### config.mk
export PLATFORM = sky130hd
export DESIGN_NAME = noc_pe_endpoint
export DESIGN_NICKNAME = d
export VERILOG_FILES = /design/src/rtl/noc_pkg.sv /design/src/rtl/endpoint_fifo.sv /design/src/rtl/noc_pe_endpoint.sv
export SDC_FILE = /design/constraint.sdc
export NUM_CORES = 1
export LEC_CHECK = 0
export BUFFER_PORTS_ARGS = -buffer_cell sky130_fd_sc_hd__buf_2
export CAP_MARGIN = 20
export CORE_UTILIZATION = 59
export CTS_CLUSTER_DIAMETER = 40
export CTS_CLUSTER_SIZE = 28
export DETAILED_ROUTE_END_ITERATION = 10
export GPL_ROUTABILITY_DRIVEN = 0
export PLACE_DENSITY = 0.78
export SLEW_MARGIN = 20
export SYNTH_ARGS = -nofsm -noshare
export SYNTH_HDL_FRONTEND = slang
export SYNTH_HIERARCHICAL = 1
export SYNTH_SLANG_ARGS = --single-unit
### constraint.sdc
create_clock -name i_clk -period 2.65 [get_ports i_clk]
set_input_delay 0.1325 -clock i_clk [delete_from_list [all_inputs] [get_ports i_clk]]
set_output_delay 0.1325 -clock i_clk [all_outputs]
set_load 0.02 [all_outputs]
### src/rtl/noc_pkg.sv
// Shared definitions for the PE-side NoC endpoint.
// Flit layout is {addr, payload} with the address in the MSBs. The default widths below
// match the endpoint's default parameters; the helper functions operate on those widths.
package noc_pkg;

  localparam int unsigned NocDataWidth = 32;
  localparam int unsigned NocAddrWidth = 2;
  localparam int unsigned NocFlitWidth = NocDataWidth + NocAddrWidth;
  localparam int unsigned StatsWidth   = 16;

  typedef logic [NocFlitWidth-1:0] flit_t;
  typedef logic [NocDataWidth-1:0] payload_t;
  typedef logic [NocAddrWidth-1:0] addr_t;

  function automatic addr_t flit_addr(input flit_t flit);
    return flit[NocFlitWidth-1 -: NocAddrWidth];
  endfunction

  function automatic payload_t flit_payload(input flit_t flit);
    return flit[NocDataWidth-1:0];
  endfunction

  function automatic flit_t make_flit(input addr_t addr, input payload_t payload);
    return {addr, payload};
  endfunction

endpackage

### src/rtl/endpoint_fifo.sv
// Synchronous FIFO used for both endpoint directions.
// Ports: clk_i/rst_ni clock and async active-low reset; push_i/wdata_i write side;
//        pop_i read side; head_o current head entry; full_o/empty_o status.
// Push is ignored when full and pop is ignored when empty. No fall-through: a push into an
// empty FIFO becomes visible on head_o/empty_o the following cycle.
module endpoint_fifo #(
  parameter int unsigned Width = 8,
  parameter int unsigned Depth = 4
) (
  input  logic             clk_i,
  input  logic             rst_ni,
  input  logic             push_i,
  input  logic [Width-1:0] wdata_i,
  input  logic             pop_i,
  output logic [Width-1:0] head_o,
  output logic             full_o,
  output logic             empty_o
);

  localparam int unsigned PtrW = (Depth > 1) ? $clog2(Depth) : 1;
  localparam int unsigned CntW = PtrW + 1;

  logic [Width-1:0] mem_q [Depth];
  logic [Width-1:0] mem_d [Depth];
  logic [PtrW-1:0]  wr_ptr_q, wr_ptr_d, rd_ptr_q, rd_ptr_d;
  logic [CntW-1:0]  count_q, count_d;
  logic             do_push, do_pop;

  assign full_o  = (count_q == CntW'(Depth));
  assign empty_o = (count_q == '0);
  assign head_o  = mem_q[rd_ptr_q];

  always_comb begin
    do_push  = push_i && !full_o;
    do_pop   = pop_i && !empty_o;
    mem_d    = mem_q;
    wr_ptr_d = wr_ptr_q;
    rd_ptr_d = rd_ptr_q;
    if (do_push) begin
      mem_d[wr_ptr_q] = wdata_i;
      wr_ptr_d        = wr_ptr_q + PtrW'(1);  // Depth is a power of two: natural wrap
    end
    if (do_pop) begin
      rd_ptr_d = rd_ptr_q + PtrW'(1);
    end
    count_d = count_q + CntW'(do_push) - CntW'(do_pop);
  end

  always_ff @(posedge clk_i or negedge rst_ni) begin
    if (!rst_ni) begin
      for (int i = 0; i < int'(Depth); i++) mem_q[i] <= '0;
      wr_ptr_q <= '0;
      rd_ptr_q <= '0;
      count_q  <= '0;
    end else begin
      mem_q    <= mem_d;
      wr_ptr_q <= wr_ptr_d;
      rd_ptr_q <= rd_ptr_d;
      count_q  <= count_d;
    end
  end

endmodule

### src/rtl/noc_pe_endpoint.sv
// PE-side NoC endpoint: packs PE words into {dest, payload} flits toward the NoC and
// delivers payloads of flits addressed to MyAddr back to the PE, dropping the rest.
// Ports: i_clk, i_reset (async, active-low); i_tx_* / o_tx_ready PE transmit side;
//        o_noc_data* / i_noc_data_ready flits to the NoC; i_noc_data* / o_noc_data_ready
//        flits from the NoC; o_rx_* / i_rx_ready PE receive side; o_misroute sticky
//        wrong-address flag with i_clear_misroute synchronous clear.
// Optional: define ENDPOINT_STATS_EN to add saturating o_tx_count/o_rx_count/o_drop_count.
module noc_pe_endpoint
  import noc_pkg::*;
#(
  parameter int unsigned          DataWidth = NocDataWidth,
  parameter int unsigned          AddrWidth = NocAddrWidth,
  parameter logic [AddrWidth-1:0] MyAddr    = '0,
  parameter int unsigned          FifoDepth = 4
) (
  input  logic                           i_clk,
  input  logic                           i_reset,
  input  logic [DataWidth-1:0]           i_tx_data,
  input  logic [AddrWidth-1:0]           i_tx_dest,
  input  logic                           i_tx_valid,
  output logic                           o_tx_ready,
  output logic [DataWidth+AddrWidth-1:0] o_noc_data,
  output logic                           o_noc_data_valid,
  input  logic                           i_noc_data_ready,
  input  logic [DataWidth+AddrWidth-1:0] i_noc_data,
  input  logic                           i_noc_data_valid,
  output logic                           o_noc_data_ready,
  output logic [DataWidth-1:0]           o_rx_data,
  output logic                           o_rx_valid,
  input  logic                           i_rx_ready,
`ifdef ENDPOINT_STATS_EN
  output logic [StatsWidth-1:0]          o_tx_count,
  output logic [StatsWidth-1:0]          o_rx_count,
  output logic [StatsWidth-1:0]          o_drop_count,
`endif
  output logic                           o_misroute,
  input  logic                           i_clear_misroute
);

  localparam int unsigned FlitWidth = DataWidth + AddrWidth;

  logic tx_full, tx_empty, tx_push, tx_pop;
  logic rx_full, rx_empty, rx_accept, rx_match, rx_push, rx_drop;
  logic misroute_q, misroute_d;

  // TX path
  assign o_tx_ready       = !tx_full;
  assign o_noc_data_valid = !tx_empty;
  assign tx_push          = i_tx_valid && !tx_full;
  assign tx_pop           = !tx_empty && i_noc_data_ready;

  endpoint_fifo #(
    .Width (FlitWidth),
    .Depth (FifoDepth)
  ) u_tx_fifo (
    .clk_i   (i_clk),
    .rst_ni  (i_reset),
    .push_i  (tx_push),
    .wdata_i ({i_tx_dest, i_tx_data}),
    .pop_i   (tx_pop),
    .head_o  (o_noc_data),
    .full_o  (tx_full),
    .empty_o (tx_empty)
  );

  // RX path: ready depends only on occupancy, so misrouted flits are consumed as well
  assign o_noc_data_ready = !rx_full;
  assign o_rx_valid       = !rx_empty;
  assign rx_accept        = i_noc_data_valid && !rx_full;
  assign rx_match         = (i_noc_data[FlitWidth-1 -: AddrWidth] == MyAddr);
  assign rx_push          = rx_accept && rx_match;
  assign rx_drop          = rx_accept && !rx_match;

  endpoint_fifo #(
    .Width (DataWidth),
    .Depth (FifoDepth)
  ) u_rx_fifo (
    .clk_i   (i_clk),
    .rst_ni  (i_reset),
    .push_i  (rx_push),
    .wdata_i (i_noc_data[DataWidth-1:0]),
    .pop_i   (i_rx_ready),
    .head_o  (o_rx_data),
    .full_o  (rx_full),
    .empty_o (rx_empty)
  );

  // Set wins over clear in the same cycle
  always_comb begin
    misroute_d = misroute_q;
    if (i_clear_misroute) misroute_d = 1'b0;
    if (rx_drop)          misroute_d = 1'b1;
  end

  always_ff @(posedge i_clk or negedge i_reset) begin
    if (!i_reset) misroute_q <= 1'b0;
    else          misroute_q <= misroute_d;
  end

  assign o_misroute = misroute_q;

`ifdef ENDPOINT_STATS_EN
  logic [StatsWidth-1:0] tx_count_q, tx_count_d;
  logic [StatsWidth-1:0] rx_count_q, rx_count_d;
  logic [StatsWidth-1:0] drop_count_q, drop_count_d;

  // Saturating counters
  always_comb begin
    tx_count_d   = tx_count_q;
    rx_count_d   = rx_count_q;
    drop_count_d = drop_count_q;
    if (tx_pop  && tx_count_q   != '1) tx_count_d   = tx_count_q + StatsWidth'(1);
    if (rx_push && rx_count_q   != '1) rx_count_d   = rx_count_q + StatsWidth'(1);
    if (rx_drop && drop_count_q != '1) drop_count_d = drop_count_q + StatsWidth'(1);
  end

  always_ff @(posedge i_clk or negedge i_reset) begin
    if (!i_reset) begin
      tx_count_q   <= '0;
      rx_count_q   <= '0;
      drop_count_q <= '0;
    end else begin
      tx_count_q   <= tx_count_d;
      rx_count_q   <= rx_count_d;
      drop_count_q <= drop_count_d;
    end
  end

  assign o_tx_count   = tx_count_q;
  assign o_rx_count   = rx_count_q;
  assign o_drop_count = drop_count_q;
`endif

endmodule

==> impl_results.rst <==
.. list-table::
   :header-rows: 1

   * - Metric
     - Value
   * - Vias in the first global route
     - 8,393
   * - IO Port Bufs
     - 145
   * - Number of maximum-capacitance constraint violations
     - 0
   * - FF+latch count, synth
     - 279
   * - Capturing element type of the critical path
     - register
   * - Floorplan die width
     - 150 um
   * - Area of the mapped netlist
     - 0.0129 mm^2
   * - Antenna violations before repair
     - 0
   * - Met2 global-route usage
     - 0.441
   * - Met3 Resource Use GR
     - 0.0576
   * - Synth warn
     - 6
   * - Kind of cell with the highest combined delay on the critical path
     - adder cells
   * - Maximum vdd ir drop
     - 0.000910 V
   * - # rows
     - 53
   * - Clock Pin Slew Worst Setup and Hold Paths
     - 0.06 ns
   * - Floorplan Core Area
     - 0.0213 mm^2
   * - Average wire per cell in the routed design
     - 21.4 um
   * - Share of cells above drive strength 1
     - 0.601
   * - Total placed instance area
     - 0.0139 mm^2
   * - Maximum number of pins on one net before global-route repair
     - 78
   * - Most common cell after layout, fill and taps aside
     - dfrtp_1
   * - DIE HEIGHT
     - 150 um
   * - Number of vias in the routed layout
     - 7,247
   * - Worst clock skew
     - 0.0105 ns
   * - Number of max-slew violations in the final report
     - 0
   * - Number of buffer and inverter stages on the critical path
     - 2
   * - Final Instance Area
     - 0.0161 mm^2
   * - CP Launch Type
     - register
   * - Post-synthesis average cell area
     - 17.8 um^2
   * - Kind of critical path
     - reg2reg
   * - Ant. Diodes
     - 0
   * - Gr busiest metal
     - met2
   * - Critical path's largest stage delay
     - 0.45 ns
   * - Synth unique cells
     - 26
   * - TritonCTS clock tree
     - done
   * - DP Wirelength
     - 16,700 um
   * - Total gr overflow
     - 0
   * - Routed wire length
     - 27,300 um
   * - Class of the worst hold path
     - in2reg
   * - CTS Root Cell
     - clkbuf_16
   * - GRT Overall Usage
     - 0.256
   * - Remaining antenna violation count after routing
     - 0
   * - Critical path data required time
     - 3.03 ns
   * - Mapped Nets
     - 815
   * - Worst rel slew slack
     - 0.585
   * - Hold violation count in the final report
     - 0
   * - Least-Margin Pin Slew
     - 0.622 ns
   * - Finished Layout Cells
     - 1,274
   * - Drt initial violations
     - 300
   * - Post-route DRC violation count
     - 0
   * - Wire length of the first global-routing pass
     - 44,300 um
   * - Proportion of synthesized flip-flops having asynchronous set or reset
     - 1.00
   * - DR pass1 iterations
     - 4
   * - Critical-path cell with the highest stage delay
     - dfrtp_2
   * - Most used DFF post-synth
     - dfrtp_1
   * - Post-synthesis to final-layout area growth
     - 24.4%
   * - Detail-routed via count per cell
     - 5.69
   * - H-tree level count
     - 2
   * - Sequential share of the synthesized area
     - 0.539
   * - Setup violations, final
     - 0
   * - Run status
     - finished clean
   * - Final worst-path cycle share
     - 0.976
   * - Clk Latency, worst-skew pair
     - 0.51 ns
   * - Met1 capacity usage during global routing
     - 0.324
   * - PwrDens
     - 1420 mW/mm^2
   * - CTS Sinks
     - 279
   * - Effective utilization at floorplan
     - 0.608
   * - Count of flip-flops with a built-in enable after synthesis
     - 0
   * - Critical-path cell list
     - nor3b_4 -> nand2b_4 -> nor3_4 -> nand2b_1 -> ha_1 -> inv_1 -> ha_1 -> inv_1 -> fa_1 -> xnor2_2 -> xnor2_2
   * - Max frequency
     - 387 MHz
   * - Number of nets at the end of the flow
     - 1,058
   * - Maximum clock path buffer count
     - 3
   * - Period minus WS final
     - 2.59 ns
   * - Cells after synthesis
     - 726
   * - Die outline area
     - 0.0225 mm^2
   * - Ports
     - 146
   * - Total leakage power
     - 7.35 nW
   * - Peak fanout along the critical path
     - 5
   * - Signal arrival time at the worst endpoint
     - 2.97 ns
   * - CTS buffer count
     - 38
   * - Count of placed standard cells including taps
     - 1,129
   * - Commonest cells after routing, fill and taps aside
     - 276 x dfrtp_1, 146 x mux2_2, 144 x buf_2, 120 x mux2_4, 70 x dlygate4sd3_1
==> worst reg2reg max path, delay by kind of cell, from the launching register on <==
family | cells | cell delay [ns]
xor+xnor | 2 | 0.31
fa+ha+maj | 3 | 0.86
buf+inv | 2 | 0.11
flops | 1 | 0.45
simple gates | 4 | 0.72
==> cell type report <==
type,instances,area (um^2)
fillers,1233,5180
clock inverters,26,375
repair buffers,247,1800
well taps,275,344
flip-flops and latches,279,6990
clock buffers,44,1060
inverters,17,63.8
multi-input cells,386,5480
==> worst paths after layout <==
path                                            startpoint                                 to  cells after the start  slack (ns)
max                         u_rx_fifo/count_q[2]$_DFF_PN0_     u_rx_fifo/count_q[2]$_DFF_PN0_                     11        0.06
min                                       i_noc_data_ready  u_tx_fifo/rd_ptr_q[1]$_DFFE_PN0P_                      4        0.07
max reg2reg                 u_rx_fifo/count_q[2]$_DFF_PN0_     u_rx_fifo/count_q[2]$_DFF_PN0_                     11        0.06
min reg2reg                u_rx_fifo/mem_q[24]$_DFFE_PN0P_    u_rx_fifo/mem_q[24]$_DFFE_PN0P_                      1        0.50
max in group asynchronous                          i_reset  u_tx_fifo/rd_ptr_q[0]$_DFFE_PN0P_                      3        1.56
min in group asynchronous                          i_reset   u_rx_fifo/mem_q[103]$_DFFE_PN0P_                      2        0.20
==> metrics by stage <==
| stage | TNS (ns) | utilization | total power, mW | setup slack [ns] | hold slack, ns |
|---|---|---|---|---|---|
| 2_1_floorplan | 0 | - | 14.6 | 0.316 | -0.163 |
| 3_3_place_gp | 0 | 0.653 | 16.6 | 0.245 | 0.145 |
| 3_5_place_dp | 0 | 0.653 | 17.1 | 0.0851 | 0.172 |
| 4_1_cts | 0 | 0.753 | 23.0 | 0.0229 | 0.0474 |
| 5_1_grt | -0.0419 | 0.757 | 24.0 | -0.0419 | 0.0794 |
| 6_report | 0 | 0.757 | 22.9 | 0.0649 | 0.0679 |
==> cell families (layout without fill, tap and decap cells) <==
group | count (synthesis) | after routing | synth area share
simple gates | 25 | 25 | 0.0120
xor+xnor | 10 | 10 | 0.00677
buf+inv | 61 | 334 | 0.0429
compound gates | 5 | 5 | 0.00329
flops | 279 | 279 | 0.539
fa+ha+maj | 14 | 14 | 0.0147
mux | 332 | 332 | 0.381
==> registers in the layout, summed over array words and instances, names as in the netlist <==
name / count
o_misroute: 1
u_rx_fifo/count_q: 3
u_rx_fifo/mem_q: 128
u_rx_fifo/rd_ptr_q: 2
u_rx_fifo/wr_ptr_q: 2
u_tx_fifo/count_q: 3
u_tx_fifo/mem_q: 136
u_tx_fifo/rd_ptr_q: 2
u_tx_fifo/wr_ptr_q: 2
==> layer usage <==
layer	routed length, um	vias up
li1	-	3156
met5	0	-
met4	491	0
met3	1440	44
met1	11300	3858
met2	14100	189
==> power by group <==
| part | switching (mW) | internal [mW] |
|---|---|---|
| logic | 4.15 | 5.32 |
| registers | 1.37 | 6.43 |
| clock network | 2.01 | 3.61 |
| total | 7.53 | 15.4 |
==> timing repair <==
item                       in CTS  in global routing
gates resized for setup         0                  7
hold buffers                   70                  0
setup endpoints to repair       0                  2
hold endpoints to repair      340                  0
setup buffers                   0                  5
==> synthesized netlist by cell type, types with 2 or more instances <==
cell type,instances,area (um^2)
dfrtp_1,279,6980
mux2_2,146,1640
mux2_4,120,1800
mux4_2,66,1490
inv_1,17,63.8
buf_6,16,180
buf_12,12,240
ha_1,12,150
buf_2,9,45.0
xnor2_1,8,70.1
clkbuf_1,7,26.3
nor2_1,7,26.3
nand2_1,5,18.8
and3_1,4,25.0
fa_1,2,40.0
nor2b_1,2,12.5
o211ai_1,2,15.0
o21a_1,2,15.0
or2_2,2,12.5
xor2_1,2,17.5
(Power assumes the default switching activity.)
